**config.mk**
```make
export PLATFORM = sky130hd
export DESIGN_NAME = rtc_adj_ctrl_flat
export DESIGN_NICKNAME = d
export VERILOG_FILES = /design/src/rtl/rtc_adj_ctrl_if.sv /design/src/rtl/rtc_adj_ctrl.sv /design/src/flat_wrapper.sv
export SDC_FILE = /design/constraint.sdc
export NUM_CORES = 1
export LEC_CHECK = 0
export BUFFER_PORTS_ARGS = -buffer_cell sky130_fd_sc_hd__buf_2
export CORE_MARGIN = 1.5
export CORE_UTILIZATION = 32
export CTS_CLUSTER_SIZE = 10
export DETAILED_ROUTE_END_ITERATION = 10
export SYNTH_ARGS = -nofsm -noshare
export SYNTH_HDL_FRONTEND = slang
export SYNTH_SLANG_ARGS = --single-unit
```
**constraint.sdc**
```tcl
create_clock -name clk -period 10.4 [get_ports clk]
set_input_delay 2.6 -clock clk [delete_from_list [all_inputs] [get_ports clk]]
set_output_delay 2.6 -clock clk [all_outputs]
set_load 0.02 [all_outputs]
```
**src/rtl/rtc_adj_ctrl_if.sv**
```systemverilog
// ============================================================================
// Module      : rtc_adj_ctrl_if
// Description : Host, servo and rtc load/adjust signal bundle for rtc_adj_ctrl.
// Revision    : 1.0 - initial release
// ============================================================================
`default_nettype none

interface rtc_adj_ctrl_if;
    // host register path
    logic        h_req;
    logic        h_type;
    logic [47:0] h_sec;
    logic [37:0] h_ns;
    logic [39:0] h_period;
    logic        h_ack;
    // servo path
    logic        s_req;
    logic [47:0] s_offset;
    logic [31:0] s_gap;
    logic        s_ack;
    logic        s_done;
    logic        s_abort;
    logic        busy;
    // rtc load/adjust ports
    logic        time_ld;
    logic [37:0] time_reg_ns_in;
    logic [47:0] time_reg_sec_in;
    logic        period_ld;
    logic [39:0] period_in;
    logic        adj_ld;
    logic [31:0] adj_ld_data;
    logic [39:0] period_adj;
    logic        adj_ld_done;

    modport master (
        output h_req, h_type, h_sec, h_ns, h_period,
        output s_req, s_offset, s_gap,
        output adj_ld_done,
        input  h_ack, s_ack, s_done, s_abort, busy,
        input  time_ld, time_reg_ns_in, time_reg_sec_in,
        input  period_ld, period_in, adj_ld, adj_ld_data, period_adj
    );

    modport slave (
        input  h_req, h_type, h_sec, h_ns, h_period,
        input  s_req, s_offset, s_gap,
        input  adj_ld_done,
        output h_ack, s_ack, s_done, s_abort, busy,
        output time_ld, time_reg_ns_in, time_reg_sec_in,
        output period_ld, period_in, adj_ld, adj_ld_data, period_adj
    );
endinterface

`default_nettype wire

```
**src/rtl/rtc_adj_ctrl.sv**
```systemverilog
// ============================================================================
// Module      : rtc_adj_ctrl
// Description : Arbitrates host ToD/period loads against servo phase offsets,
//               slicing offsets into bounded period_adj steps for the rtc.
// Revision    : 1.0 - initial release
// ============================================================================
`default_nettype none

module rtc_adj_ctrl #(
    parameter logic [39:0] STEP_MAX = 40'h00_8000_0000
) (
    input  logic          clk,
    input  logic          rst_n,
    rtc_adj_ctrl_if.slave bus
);

    localparam logic [2:0] S_IDLE    = 3'd0;
    localparam logic [2:0] S_ISSUE   = 3'd1;
    localparam logic [2:0] S_WAIT_LO = 3'd2;
    localparam logic [2:0] S_WAIT_HI = 3'd3;
    localparam logic [2:0] S_ARB     = 3'd4;

    localparam logic signed [47:0] c_step_pos = {8'd0, STEP_MAX};
    localparam logic signed [47:0] c_step_neg = -c_step_pos;

    logic [2:0]         r_state;
    logic [2:0]         w_state_nxt;
    logic signed [47:0] r_rem;
    logic signed [47:0] w_rem;
    logic [31:0]        r_gap;
    logic [31:0]        w_gap;

    logic        r_h_ack,     w_h_ack;
    logic        r_s_ack,     w_s_ack;
    logic        r_s_done,    w_s_done;
    logic        r_s_abort,   w_s_abort;
    logic        r_busy,      w_busy;
    logic        r_time_ld,   w_time_ld;
    logic [37:0] r_time_ns,   w_time_ns;
    logic [47:0] r_time_sec,  w_time_sec;
    logic        r_period_ld, w_period_ld;
    logic [39:0] r_period_in, w_period_in;
    logic        r_adj_ld,    w_adj_ld;
    logic [31:0] r_adj_data,  w_adj_data;
    logic [39:0] r_period_adj, w_period_adj;

    logic               w_host_go;
    logic               w_host_serve;
    logic               w_serv_go;
    logic               w_rem_zero;
    logic [39:0]        w_step;
    logic signed [47:0] w_rem_next;

    // A request still visible while its ack is on the wire is the same request.
    assign w_host_go    = bus.h_req && !r_h_ack;
    assign w_serv_go    = bus.s_req && !r_s_ack;
    assign w_host_serve = w_host_go && ((r_state == S_IDLE) || (r_state == S_ARB));
    assign w_rem_zero   = (r_rem == 48'sd0);

    always_comb begin
        w_step = r_rem[39:0];
        if (r_rem > c_step_pos) begin
            w_step = STEP_MAX;
        end else if (r_rem < c_step_neg) begin
            w_step = -STEP_MAX;
        end
    end

    // |step| <= STEP_MAX < 2^39, so sign-extending the 40-bit step is exact.
    assign w_rem_next = r_rem - $signed({{8{w_step[39]}}, w_step});

    always_comb begin
        w_state_nxt = r_state;
        case (r_state)
            S_IDLE: begin
                if (!w_host_go && w_serv_go) begin
                    w_state_nxt = S_ISSUE;
                end
            end
            S_ISSUE: begin
                w_state_nxt = w_rem_zero ? S_IDLE : S_WAIT_LO;
            end
            S_WAIT_LO: begin
                if (!bus.adj_ld_done) begin
                    w_state_nxt = S_WAIT_HI;
                end
            end
            S_WAIT_HI: begin
                if (bus.adj_ld_done) begin
                    w_state_nxt = S_ARB;
                end
            end
            S_ARB: begin
                if (w_host_go) begin
                    w_state_nxt = bus.h_type ? S_ISSUE : S_IDLE;
                end else begin
                    w_state_nxt = w_rem_zero ? S_IDLE : S_ISSUE;
                end
            end
            default: w_state_nxt = S_IDLE;
        endcase
    end

    always_comb begin
        w_rem        = r_rem;
        w_gap        = r_gap;
        w_h_ack      = 1'b0;
        w_s_ack      = 1'b0;
        w_s_done     = 1'b0;
        w_s_abort    = 1'b0;
        w_time_ld    = 1'b0;
        w_period_ld  = 1'b0;
        w_adj_ld     = 1'b0;
        w_time_ns    = r_time_ns;
        w_time_sec   = r_time_sec;
        w_period_in  = r_period_in;
        w_adj_data   = r_adj_data;
        w_period_adj = r_period_adj;
        w_busy       = (w_state_nxt != S_IDLE);

        if (w_host_serve) begin
            w_h_ack = 1'b1;
            if (bus.h_type) begin
                w_period_ld = 1'b1;
                w_period_in = bus.h_period;
            end else begin
                w_time_ld  = 1'b1;
                w_time_ns  = bus.h_ns;
                w_time_sec = bus.h_sec;
            end
        end

        case (r_state)
            S_IDLE: begin
                if (!w_host_go && w_serv_go) begin
                    w_rem   = bus.s_offset;
                    w_gap   = bus.s_gap;
                    w_s_ack = 1'b1;
                end
            end
            S_ISSUE: begin
                if (w_rem_zero) begin
                    w_s_done     = 1'b1;
                    w_period_adj = '0;
                end else begin
                    w_period_adj = w_step;
                    w_adj_data   = r_gap;
                    w_adj_ld     = 1'b1;
                    w_rem        = w_rem_next;
                end
            end
            S_ARB: begin
                if (w_host_go) begin
                    // A new ToD invalidates whatever phase error remains.
                    if (!bus.h_type) begin
                        w_rem        = '0;
                        w_s_done     = 1'b1;
                        w_s_abort    = 1'b1;
                        w_period_adj = '0;
                    end
                end else if (w_rem_zero) begin
                    w_s_done     = 1'b1;
                    w_period_adj = '0;
                end
            end
            default: ;
        endcase
    end

    always_ff @(posedge clk or negedge rst_n) begin
        if (!rst_n) begin
            r_state      <= S_IDLE;
            r_rem        <= '0;
            r_gap        <= '0;
            r_h_ack      <= 1'b0;
            r_s_ack      <= 1'b0;
            r_s_done     <= 1'b0;
            r_s_abort    <= 1'b0;
            r_busy       <= 1'b0;
            r_time_ld    <= 1'b0;
            r_time_ns    <= '0;
            r_time_sec   <= '0;
            r_period_ld  <= 1'b0;
            r_period_in  <= '0;
            r_adj_ld     <= 1'b0;
            r_adj_data   <= '0;
            r_period_adj <= '0;
        end else begin
            r_state      <= w_state_nxt;
            r_rem        <= w_rem;
            r_gap        <= w_gap;
            r_h_ack      <= w_h_ack;
            r_s_ack      <= w_s_ack;
            r_s_done     <= w_s_done;
            r_s_abort    <= w_s_abort;
            r_busy       <= w_busy;
            r_time_ld    <= w_time_ld;
            r_time_ns    <= w_time_ns;
            r_time_sec   <= w_time_sec;
            r_period_ld  <= w_period_ld;
            r_period_in  <= w_period_in;
            r_adj_ld     <= w_adj_ld;
            r_adj_data   <= w_adj_data;
            r_period_adj <= w_period_adj;
        end
    end

    assign bus.h_ack           = r_h_ack;
    assign bus.s_ack           = r_s_ack;
    assign bus.s_done          = r_s_done;
    assign bus.s_abort         = r_s_abort;
    assign bus.busy            = r_busy;
    assign bus.time_ld         = r_time_ld;
    assign bus.time_reg_ns_in  = r_time_ns;
    assign bus.time_reg_sec_in = r_time_sec;
    assign bus.period_ld       = r_period_ld;
    assign bus.period_in       = r_period_in;
    assign bus.adj_ld          = r_adj_ld;
    assign bus.adj_ld_data     = r_adj_data;
    assign bus.period_adj      = r_period_adj;

endmodule

`default_nettype wire

```
**src/flat_wrapper.sv**
```systemverilog
// flat-port wrapper written by rule: the top's interface ports become plain ports
module rtc_adj_ctrl_flat 
#(
    parameter logic [39:0] STEP_MAX = 40'h00_8000_0000
)
  (clk, rst_n, bus_h_req, bus_h_type, bus_h_sec, bus_h_ns, bus_h_period, bus_s_req, bus_s_offset, bus_s_gap, bus_adj_ld_done, bus_h_ack, bus_s_ack, bus_s_done, bus_s_abort, bus_busy, bus_time_ld, bus_time_reg_ns_in, bus_time_reg_sec_in, bus_period_ld, bus_period_in, bus_adj_ld, bus_adj_ld_data, bus_period_adj);
  rtc_adj_ctrl_if bus_i ();
  input  logic clk;
  input  logic rst_n;
  input wire logic [$bits(bus_i.h_req)-1:0] bus_h_req;
  input wire logic [$bits(bus_i.h_type)-1:0] bus_h_type;
  input wire logic [$bits(bus_i.h_sec)-1:0] bus_h_sec;
  input wire logic [$bits(bus_i.h_ns)-1:0] bus_h_ns;
  input wire logic [$bits(bus_i.h_period)-1:0] bus_h_period;
  input wire logic [$bits(bus_i.s_req)-1:0] bus_s_req;
  input wire logic [$bits(bus_i.s_offset)-1:0] bus_s_offset;
  input wire logic [$bits(bus_i.s_gap)-1:0] bus_s_gap;
  input wire logic [$bits(bus_i.adj_ld_done)-1:0] bus_adj_ld_done;
  output wire logic [$bits(bus_i.h_ack)-1:0] bus_h_ack;
  output wire logic [$bits(bus_i.s_ack)-1:0] bus_s_ack;
  output wire logic [$bits(bus_i.s_done)-1:0] bus_s_done;
  output wire logic [$bits(bus_i.s_abort)-1:0] bus_s_abort;
  output wire logic [$bits(bus_i.busy)-1:0] bus_busy;
  output wire logic [$bits(bus_i.time_ld)-1:0] bus_time_ld;
  output wire logic [$bits(bus_i.time_reg_ns_in)-1:0] bus_time_reg_ns_in;
  output wire logic [$bits(bus_i.time_reg_sec_in)-1:0] bus_time_reg_sec_in;
  output wire logic [$bits(bus_i.period_ld)-1:0] bus_period_ld;
  output wire logic [$bits(bus_i.period_in)-1:0] bus_period_in;
  output wire logic [$bits(bus_i.adj_ld)-1:0] bus_adj_ld;
  output wire logic [$bits(bus_i.adj_ld_data)-1:0] bus_adj_ld_data;
  output wire logic [$bits(bus_i.period_adj)-1:0] bus_period_adj;
  assign bus_i.h_req = bus_h_req;
  assign bus_i.h_type = bus_h_type;
  assign bus_i.h_sec = bus_h_sec;
  assign bus_i.h_ns = bus_h_ns;
  assign bus_i.h_period = bus_h_period;
  assign bus_i.s_req = bus_s_req;
  assign bus_i.s_offset = bus_s_offset;
  assign bus_i.s_gap = bus_s_gap;
  assign bus_i.adj_ld_done = bus_adj_ld_done;
  assign bus_h_ack = bus_i.h_ack;
  assign bus_s_ack = bus_i.s_ack;
  assign bus_s_done = bus_i.s_done;
  assign bus_s_abort = bus_i.s_abort;
  assign bus_busy = bus_i.busy;
  assign bus_time_ld = bus_i.time_ld;
  assign bus_time_reg_ns_in = bus_i.time_reg_ns_in;
  assign bus_time_reg_sec_in = bus_i.time_reg_sec_in;
  assign bus_period_ld = bus_i.period_ld;
  assign bus_period_in = bus_i.period_in;
  assign bus_adj_ld = bus_i.adj_ld;
  assign bus_adj_ld_data = bus_i.adj_ld_data;
  assign bus_period_adj = bus_i.period_adj;
  rtc_adj_ctrl #(.STEP_MAX(STEP_MAX)) u_core (.clk(clk), .rst_n(rst_n), .bus(bus_i));
endmodule
```
## Word level (Yosys, flattened, before mapping)

Index checks and enable logic that the tools add are counted.

| storage, ports and cells | value |
|---|---|
| input bits | 212 |
| flip-flop bits (word level) | 289 |

| operators by class | value |
|---|---|
| mux-type cells | 34 |
| reduce and logical (&&, ||, !) cells | 19 |
| $lt $le $gt $ge | 2 |
| bitwise operators | 2 |
| equal/unequal tests | 10 |
| add/subtract/negate cells | 1 |

Operators by type and width:

| kind | number |
|---|---|
| $mux W40 | 6 |
| $mux W48 | 4 |
| $pmux W48 S3 | 1 |
| $pmux W40 S2 | 1 |
| $gt A48 B33 Y1 const B | 1 |
| $logic_not A48 Y1 | 1 |
| $lt A48 B32 Y1 const B | 1 |
| $sub A48 B40 Y48 | 1 |
| $mux W1 | 15 |
| $pmux W3 S5 | 1 |
| $mux W3 | 4 |
| $reduce_and A2 Y1 | 4 |
| $eq A3 B2 Y1 const B | 2 |
| $ne A2 B2 Y1 const B | 3 |
| $reduce_bool A3 Y1 | 2 |
| $reduce_and A5 Y1 | 1 |
| $logic_and A1 B1 Y1 | 4 |
| $eq A3 B1 Y1 const B | 1 |
| $eq A3 B3 Y1 const B | 1 |
| $logic_not A1 Y1 | 3 |
| $logic_not A3 Y1 | 1 |
| $ne A3 B1 Y1 const B | 1 |
| $ne A3 B3 Y1 const B | 1 |
| $reduce_and A3 Y1 | 1 |
| 6 further kinds | 7 |

## Longest topological paths before layout

Gate-level depths: netlist of run 1.

| logic depth | value |
|---|---|
| depth in word-level cells | 7 |
| depth in mapped cells | 21 |
| gate-level depth less buffers | 19 |

## Worst setup path after synthesis of run 1

Ideal clock, no wire load.

| timing | value |
|---|---|
| path kind | reg2reg |
| start point | register u_core.r_rem[23] |
| end point | register u_core.r_rem[35] |
| cell stages (with the launch flop) | 21 |
| arrival time | 4345 ps |
| slack | 5929 ps |
| required time | 10274 ps |
| path through | dfrtp_1 -> or4_1 -> nor4_1 -> nand3_1 -> nor2_1 -> o21bai_1 -> nand2_1 -> clkbuf_1 -> buf_1 -> nand2_1 -> ha_1 -> o21a_1 -> o31a_1 -> o21ai_2 -> a211oi_2 -> o31ai_2 -> o211ai_2 -> a311oi_2 -> o31ai_1 -> xor2_1 -> a221o_1 |

| between the ends | value |
|---|---|
| cells in the longest elaborated chain, start to end | 6 |

RTL lines:

| what | line | text |
|---|---|---|
| start, declared | rtc_adj_ctrl.sv:28 | `logic signed [47:0] r_rem;` |
| start signal, assigned | rtc_adj_ctrl.sv:190 | `r_rem <= w_rem;` |
| $lt A48 B32 Y1 | rtc_adj_ctrl.sv:64 | `end else if (r_rem < c_step_neg) begin` |
| $mux W40 | rtc_adj_ctrl.sv:64 |  |
| $mux W40 | rtc_adj_ctrl.sv:62 | `if (r_rem > c_step_pos) begin` |
| $sub A48 B40 Y48 | rtc_adj_ctrl.sv:70 | `assign w_rem_next = r_rem - $signed({{8{w_step[39]}}, w_step});` |
| $mux W48 | rtc_adj_ctrl.sv:142 | `if (w_rem_zero) begin` |
| $pmux W48 S3 | rtc_adj_ctrl.sv:133 | `case (r_state)` |

Parallel ways exist; a longest one is shown, timed or not. The select of a mux whose other input is x is not followed.
A chain may end at the register's enable or synchronous reset.

## Final worst setup path of run 1

| timing | value |
|---|---|
| start point | register u_core.r_rem[23] |
| end point | register u_core.r_rem[46] |

Same word-level chain as after synthesis.

==> flow_metrics.env, run 1 <==
export IMPL_dp_hpwl_mm=30.12
export IMPL_final_cell_mix="416 x buf_2, 289 x dfrtp_1, 286 x nand2_1"
export IMPL_hold_slack_ns=0.4382
export IMPL_gp_congestion=0.9488
export IMPL_p_leak_nw=8.745
export IMPL_hold_start="u_core.r_gap[17]"
export IMPL_synthArstFlopShare_pct=100.0
export IMPL_r2r_cells=19
export IMPL_cts_sinks=289
export IMPL_ctsResizeCount=0
export IMPL_timing_rr_start="u_core.r_rem[23]"
export IMPL_clock_latency_ns=0.56
export IMPL_synthCells=1356
export IMPL_overflow=0
export IMPL_min_path_cells=2
export IMPL_slew_headroom_pct=24.36
export IMPL_crit_start="u_core.r_rem[23]"
export IMPL_rows=76
export IMPL_hp_class="flip-flop to flip-flop"
export IMPL_synth_nets=1621
export IMPL_dr_pass1_iters=5
export IMPL_skew_ns=0.02780
export IMPL_die_h_um=212.0
export IMPL_drive_gt1_share_pct=35.45
export IMPL_synth_seq_area_share_pct=51.73
export IMPL_synthDistinctLibCells=64
export IMPL_crit_arrival_ns=5.92
export IMPL_syn_to_final_growth_pct=27.11
export IMPL_critPathKind="flip-flop to flip-flop"
export IMPL_yosys_top_cells_area="dfrtp_1 52%, mux2_2 10%, nand2_1 7.7%"
export IMPL_ys_flop_type="dfrtp_1"
export IMPL_rsz0062_at_grt="false"
export IMPL_cts_max_path_buffers=3
export IMPL_crit_path_top_delay_cell="nand2_1"
export IMPL_tightestPinTransition_ns=1.135
export IMPL_final_hold_viol_count=0
export IMPL_clk_pin_slew_ns=0.06
export IMPL_cts_root_buf="clkbuf_16"
export IMPL_required_ns=10.84
export IMPL_coreArea_um2=43080
export IMPL_vias=11690
export IMPL_grt_pass1_vias=11790
export IMPL_syn_avg_cell_area_um2=10.31
export IMPL_ant_nets=0
export IMPL_grt_max_degree=177
export IMPL_yosysTopAreaCellShare_pct=51.73
export IMPL_startpoint_type="flip-flop"
export IMPL_wl_per_cell_um=17.82
export IMPL_synth_edf_count=0
export IMPL_totalWireLength_mm=41.87
export IMPL_cts_tree="done"
export IMPL_avgViaCountPerCell=4.972
export IMPL_setup_viol=0
export IMPL_h_tree_depth=2
export IMPL_nets=2012
export IMPL_maxCapViolCount=0
export IMPL_cts_buffers_inserted=37
export IMPL_antenna_found_initial=5
export IMPL_drc_errors=0
export IMPL_gr_usage_all_layers_pct=18.21
export IMPL_initial_core_util_pct=32.45
export IMPL_yosysWarnings=0
export IMPL_cp_max_fo=30
export IMPL_slew_violations=0
export IMPL_tns_ns=0
export IMPL_io_buffers=417
export IMPL_syn_area_um2=13980
export IMPL_powerDensity_nw_per_um2=344.1
export IMPL_die_area_um2=44950
export IMPL_cpPeakStageDelay_ns=0.82
export IMPL_vdd_ir_drop_worst_mv=0.1997
export IMPL_hold_buffers=0
export IMPL_chipWidth_um=212.0
export IMPL_end_kind="flip-flop"
export IMPL_cpMostUsedCell="nand2_1"
export IMPL_grt_first_pass_wirelength_mm=64.84
export IMPL_min_period_over_period_pct=52.74
export IMPL_post_cts_buffers=0
export IMPL_outcome="finished, final reports clean"
export IMPL_path_cells="or4_1 > nor4_1 > nand3_1 > nor2_1 > o21bai_1 > nand2_1 > nand2_1 > inv_1 > fa_1 > nand2b_1 > a21oi_1 > a211oi_2 > a31oi_1 > a22o_1 > a41oi_2 > o221ai_1 > a21oi_2 > o211ai_1 > a31o_1"
export IMPL_final_core_util_pct=41.25
export IMPL_max_freq_mhz=182.3
export IMPL_final_common_cell="buf_2"
export IMPL_r2r_slack_ns=4.92
export IMPL_worstSetupEndpoint="u_core.r_rem[46]"
export IMPL_dr_first_iter_drc_count=739
export IMPL_ioPinCount=418
export IMPL_ys_ff_latch=289
export IMPL_rr_endpoint="u_core.r_rem[46]"
export IMPL_finalCriticalPeriod_ns=5.485
export IMPL_synth_top_cell_by_area="dfrtp_1"
==> synthesized netlist by cell type (17+ instances only) <==
cell      number
a21o_1        17
a21oi_1       74
a221oi_1      26
a22o_1        31
and3_1        20
clkbuf_1      49
dfrtp_1      289
ha_1          52
inv_1         26
mux2_2       126
nand2_1      288
nand4_1       20
nor2_1        94
o21ai_0       31
xnor2_1       23
==> final cells by class <==
type                            count  area, um^2
Clock buffer                       47        1013
Clock inverter                      8       116.4
Multi-Input combinational cell    966        6392
Tap cell                          585       732.0
Antenna cell                        2       5.005
Fill cell                        4266       25310
Sequential cell                   289        7232
Inverter                           27       101.3
Timing Repair Buffer              426        2177
==> worst max-delay path, delay by kind of cell (launching register included) <==
kind	cells	cell delay [ns]
AOI/OAI and AO/OA	10	2.22
adders and majority gates	1	0.20
buffers and inverters	1	0.13
DFF	1	0.41
and+or+nand+nor	7	2.38
==> metrics by stage <==
| step | setup WS (ns) | area (um^2) | power, W | cells |
|---|---|---|---|---|
| after floorplan | 5.929 | 13980 | 0.003975 | 1356 |
| after global routing | 4.560 | 17770 | 0.006558 | 2349 |
| after detailed placement | 4.857 | 16630 | 0.004920 | 2293 |
| after CTS | 4.948 | 17760 | 0.006169 | 2348 |
| after global placement | 4.902 | 16630 | 0.004868 | 2293 |
| final | 4.915 | 17770 | 0.006115 | 2350 |
==> power breakdown <==
group          internal (W)  switching, W
clock              0.000713      0.000494
combinational       0.00115       0.00179
sequential          0.00161      0.000361
==> state kept, by name, summed over array words and instances (netlist names) <==
name,count
u_core.bus.adj_ld,1
u_core.bus.adj_ld_data,32
u_core.bus.busy,1
u_core.bus.h_ack,1
u_core.bus.period_adj,40
u_core.bus.period_in,40
u_core.bus.period_ld,1
u_core.bus.s_abort,1
u_core.bus.s_ack,1
u_core.bus.s_done,1
u_core.bus.time_ld,1
u_core.bus.time_reg_ns_in,38
u_core.bus.time_reg_sec_in,48
u_core.r_gap,32
u_core.r_rem,48
u_core.r_state,3
==> how the worst min path moves through the flow <==
stage / to / slack (ns)
final: u_core.bus.adj_ld_data[17] / 0.44
after global routing: u_core.bus.adj_ld_data[25] / 0.49
after CTS: u_core.bus.adj_ld_data[17] / 0.45
after detailed placement: u_core.bus.adj_ld_data[17] / 0.46
after global placement: u_core.bus.adj_ld_data[16] / 0.45
after floorplan: u_core.bus.adj_ld_data[0] / 0.44
==> layer usage <==
metal,track usage [%],share of wire (%),vias up
met2,29.03,47,396
met3,5.199,7.5,62
met4,4.926,1.9,6
met1,24.12,44,5677
li1,-,-,5544
met5,0,0.088,-
==> cells by family after synthesis <==
group	after synthesis	synth area share (%)
AOI/OAI and AO/OA	262	13.07
xor gates and xnor gates	38	2.381
and+or+nand+nor	486	14.96
muxes	127	10.22
buffers and inverters	101	2.837
adders and majority gates	53	4.797
DFF	289	51.73
Power figures use the tool's default switching activity.
==> inputs of run 2 (changes only) <==
- clock period: 10.4 -> 4.5 ns (I/O delays scaled with it)
==> run 2 against run 1 <==
Net effect: critical endpoint is now u_core.r_rem[45]; maximum frequency up 27%; design area up 5.2%; largest power group unchanged; global-route usage up 0.37 points; clock skew shrank 0.0014 ns; largest cell class unchanged; clock power increased by 120%; sequential share of layout area fell by 2.0 points; worst setup slack lost 4.7 ns; power up 140%; core utilization grew 2.1 points.
==> flow_metrics.env, run 2 (same netlist as run 1, synthesis figures left out) <==
export IMPL_dr_pass1_iters=4
export IMPL_rr_endpoint="u_core.r_rem[45]"
export IMPL_setup_viol=0
export IMPL_p_leak_nw=9.121
export IMPL_nets=2084
export IMPL_gr_usage_all_layers_pct=18.58
export IMPL_dpl_cell_area_um2=17140
export IMPL_avgViaCountPerCell=4.930
export IMPL_r2r_cells=19
export IMPL_final_hold_viol_count=0
export IMPL_die_h_um=212.0
export IMPL_cts_root_buf="clkbuf_16"
export IMPL_hp_class="flip-flop to flip-flop"
export IMPL_syn_to_final_growth_pct=33.71
export IMPL_io_buffers=417
export IMPL_r2r_slack_ns=0.17
export IMPL_final_area_um2=18690
export IMPL_final_common_cell="buf_2"
export IMPL_cts_tree="done"
export IMPL_h_tree_depth=2
export IMPL_regArea_um2=7232
export IMPL_ant_nets=0
export IMPL_totalWireLength_mm=43.31
export IMPL_cpMostUsedCell="a21oi_4"
export IMPL_end_kind="flip-flop"
export IMPL_maxCapViolCount=0
export IMPL_wl_per_cell_um=17.90
export IMPL_critPathKind="flip-flop to flip-flop"
export IMPL_grt_max_degree=112
export IMPL_final_cell_mix="416 x buf_2, 289 x dfrtp_1, 280 x nand2_1"
export IMPL_critPathBufInv=3
export IMPL_max_freq_mhz=230.9
export IMPL_gp_congestion=0.9646
export IMPL_dr_first_iter_drc_count=512
export IMPL_powerDensity_nw_per_um2=790.4
export IMPL_tightestPinTransition_ns=1.057
export IMPL_rows=76
export IMPL_drc_errors=0
export IMPL_grt_first_pass_wirelength_mm=65.92
export IMPL_holdPathEnd="u_core.bus.adj_ld_data[27]"
export IMPL_finalCriticalPeriod_ns=4.330
export IMPL_cp_max_fo=7
export IMPL_crit_path_top_delay_cell="or4_4"
export IMPL_slew_violations=0
export IMPL_overflow=0
export IMPL_clock_latency_ns=0.55
export IMPL_path_cells="or4_4 > nor4_4 > nand3_2 > nor2_2 > o21bai_2 > nand2_2 > buf_12 > clkbuf_16 > nand2_1 > ha_4 > buf_4 > nand4_1 > a211o_1 > a21oi_4 > a21oi_4 > o31a_1 > a31o_2 > a21oi_2 > o22ai_1"
export IMPL_startpoint_type="flip-flop"
export IMPL_slew_headroom_pct=29.32
export IMPL_cpPeakStageDelay_ns=0.55
export IMPL_required_ns=4.90
export IMPL_timing_rr_start="u_core.r_rem[23]"
export IMPL_vias=11930
export IMPL_die_area_um2=44950
export IMPL_worst_slack_ns=0.1699
export IMPL_dp_hpwl_mm=31.95
export IMPL_crit_start="u_core.r_rem[23]"
export IMPL_chipWidth_um=212.0
export IMPL_crit_arrival_ns=4.73
export IMPL_drive_gt1_share_pct=40.63
export IMPL_vdd_ir_drop_worst_mv=0.3639
export IMPL_cts_sinks=289
export IMPL_coreArea_um2=43080
export IMPL_ioPinCount=418
export IMPL_hold_buffers=0
export IMPL_fill_cells=4205
export IMPL_clk_pin_slew_ns=0.06
export IMPL_antenna_found_initial=8
export IMPL_cp_top_family="compound AO/OA/AOI/OAI gates"
export IMPL_multi_input_area_um2=6769
export IMPL_cts_buffers_inserted=36
export IMPL_min_path_cells=2
export IMPL_outcome="finished, final reports clean"
export IMPL_min_period_over_period_pct=96.23
export IMPL_cts_max_path_buffers=3
export IMPL_initial_core_util_pct=32.45
export IMPL_skew_ns=0.02640
export IMPL_hold_start="u_core.r_gap[27]"
export IMPL_grt_pass1_vias=11890
export IMPL_pre_cts_ws_ns=-0.01773
export IMPL_rsz0062_at_grt="true"
[run 2: area by class of cell]
class | count | share of cell area, %
inverters | 27 | 0.5422
multi-input cells | 966 | 36.21
clock buffers | 45 | 5.161
well taps | 585 | 3.916
clock inverters | 5 | 0.4418
repair buffers | 499 | 14.98
diodes | 4 | 0.05355
flip-flops and latches | 289 | 38.69
[run 2: worst max-delay path by stage]
stage,end,depth (start not counted),slack [ns]
after CTS,u_core.r_rem[46],19,0.06
after global routing,u_core.r_rem[42],21,-0.15
final,u_core.r_rem[45],19,0.17
after detailed placement,u_core.r_rem[46],19,-0.02
after floorplan,u_core.r_rem[35],20,0.03
after global placement,u_core.r_rem[46],19,0.03
[run 2: where the power goes]
group | leakage [nW] | internal (W) | switching [W]
Sequential | 3.58 | 0.00371 | 0.000792
Combinational | 5.04 | 0.00316 | 0.00445
Clock | 0.508 | 0.00156 | 0.00110
[run 2: layer usage]
| metal | wire length, um | up-vias | track usage, % | part of all wire (%) |
|---|---|---|---|---|
| li1 | - | 5687 | - | - |
| met5 | 68 | - | 0 | 0.16 |
| met4 | 1047 | 10 | 5.862 | 2.4 |
| met1 | 18750 | 5799 | 24.56 | 43 |
| met2 | 20420 | 358 | 29.34 | 47 |
| met3 | 3022 | 76 | 5.273 | 7.0 |
[run 2: through the flow]
step / total power [W] / utilization, % / setup TNS, ns / instances / hold WS, ns
2_1_floorplan: 0.009186 / - / 0 / 1356 / 0.4386
3_3_place_gp: 0.01163 / 39.78 / 0 / 2355 / 0.4475
3_5_place_dp: 0.01174 / 39.78 / -0.02309 / 2355 / 0.4552
4_1_cts: 0.01450 / 42.23 / 0 / 2405 / 0.4683
5_1_grt: 0.01583 / 43.37 / -0.6044 / 2417 / 0.4864
6_report: 0.01477 / 43.39 / 0 / 2420 / 0.4654
[run 2: tightest hold or removal path: stages (launching register included)]
cell and delay [ns]:
dfrtp_1 0.34, nand2_1 0.05, nand2_1 0.05
[run 2: what timing repair did]
item,CTS,global route
setup buffers,0,10
gates cloned,0,1
endpoints found under the setup margin,1,22
gates resized for setup,1,67
pin swaps,0,32
endpoints found under the hold margin,0,0
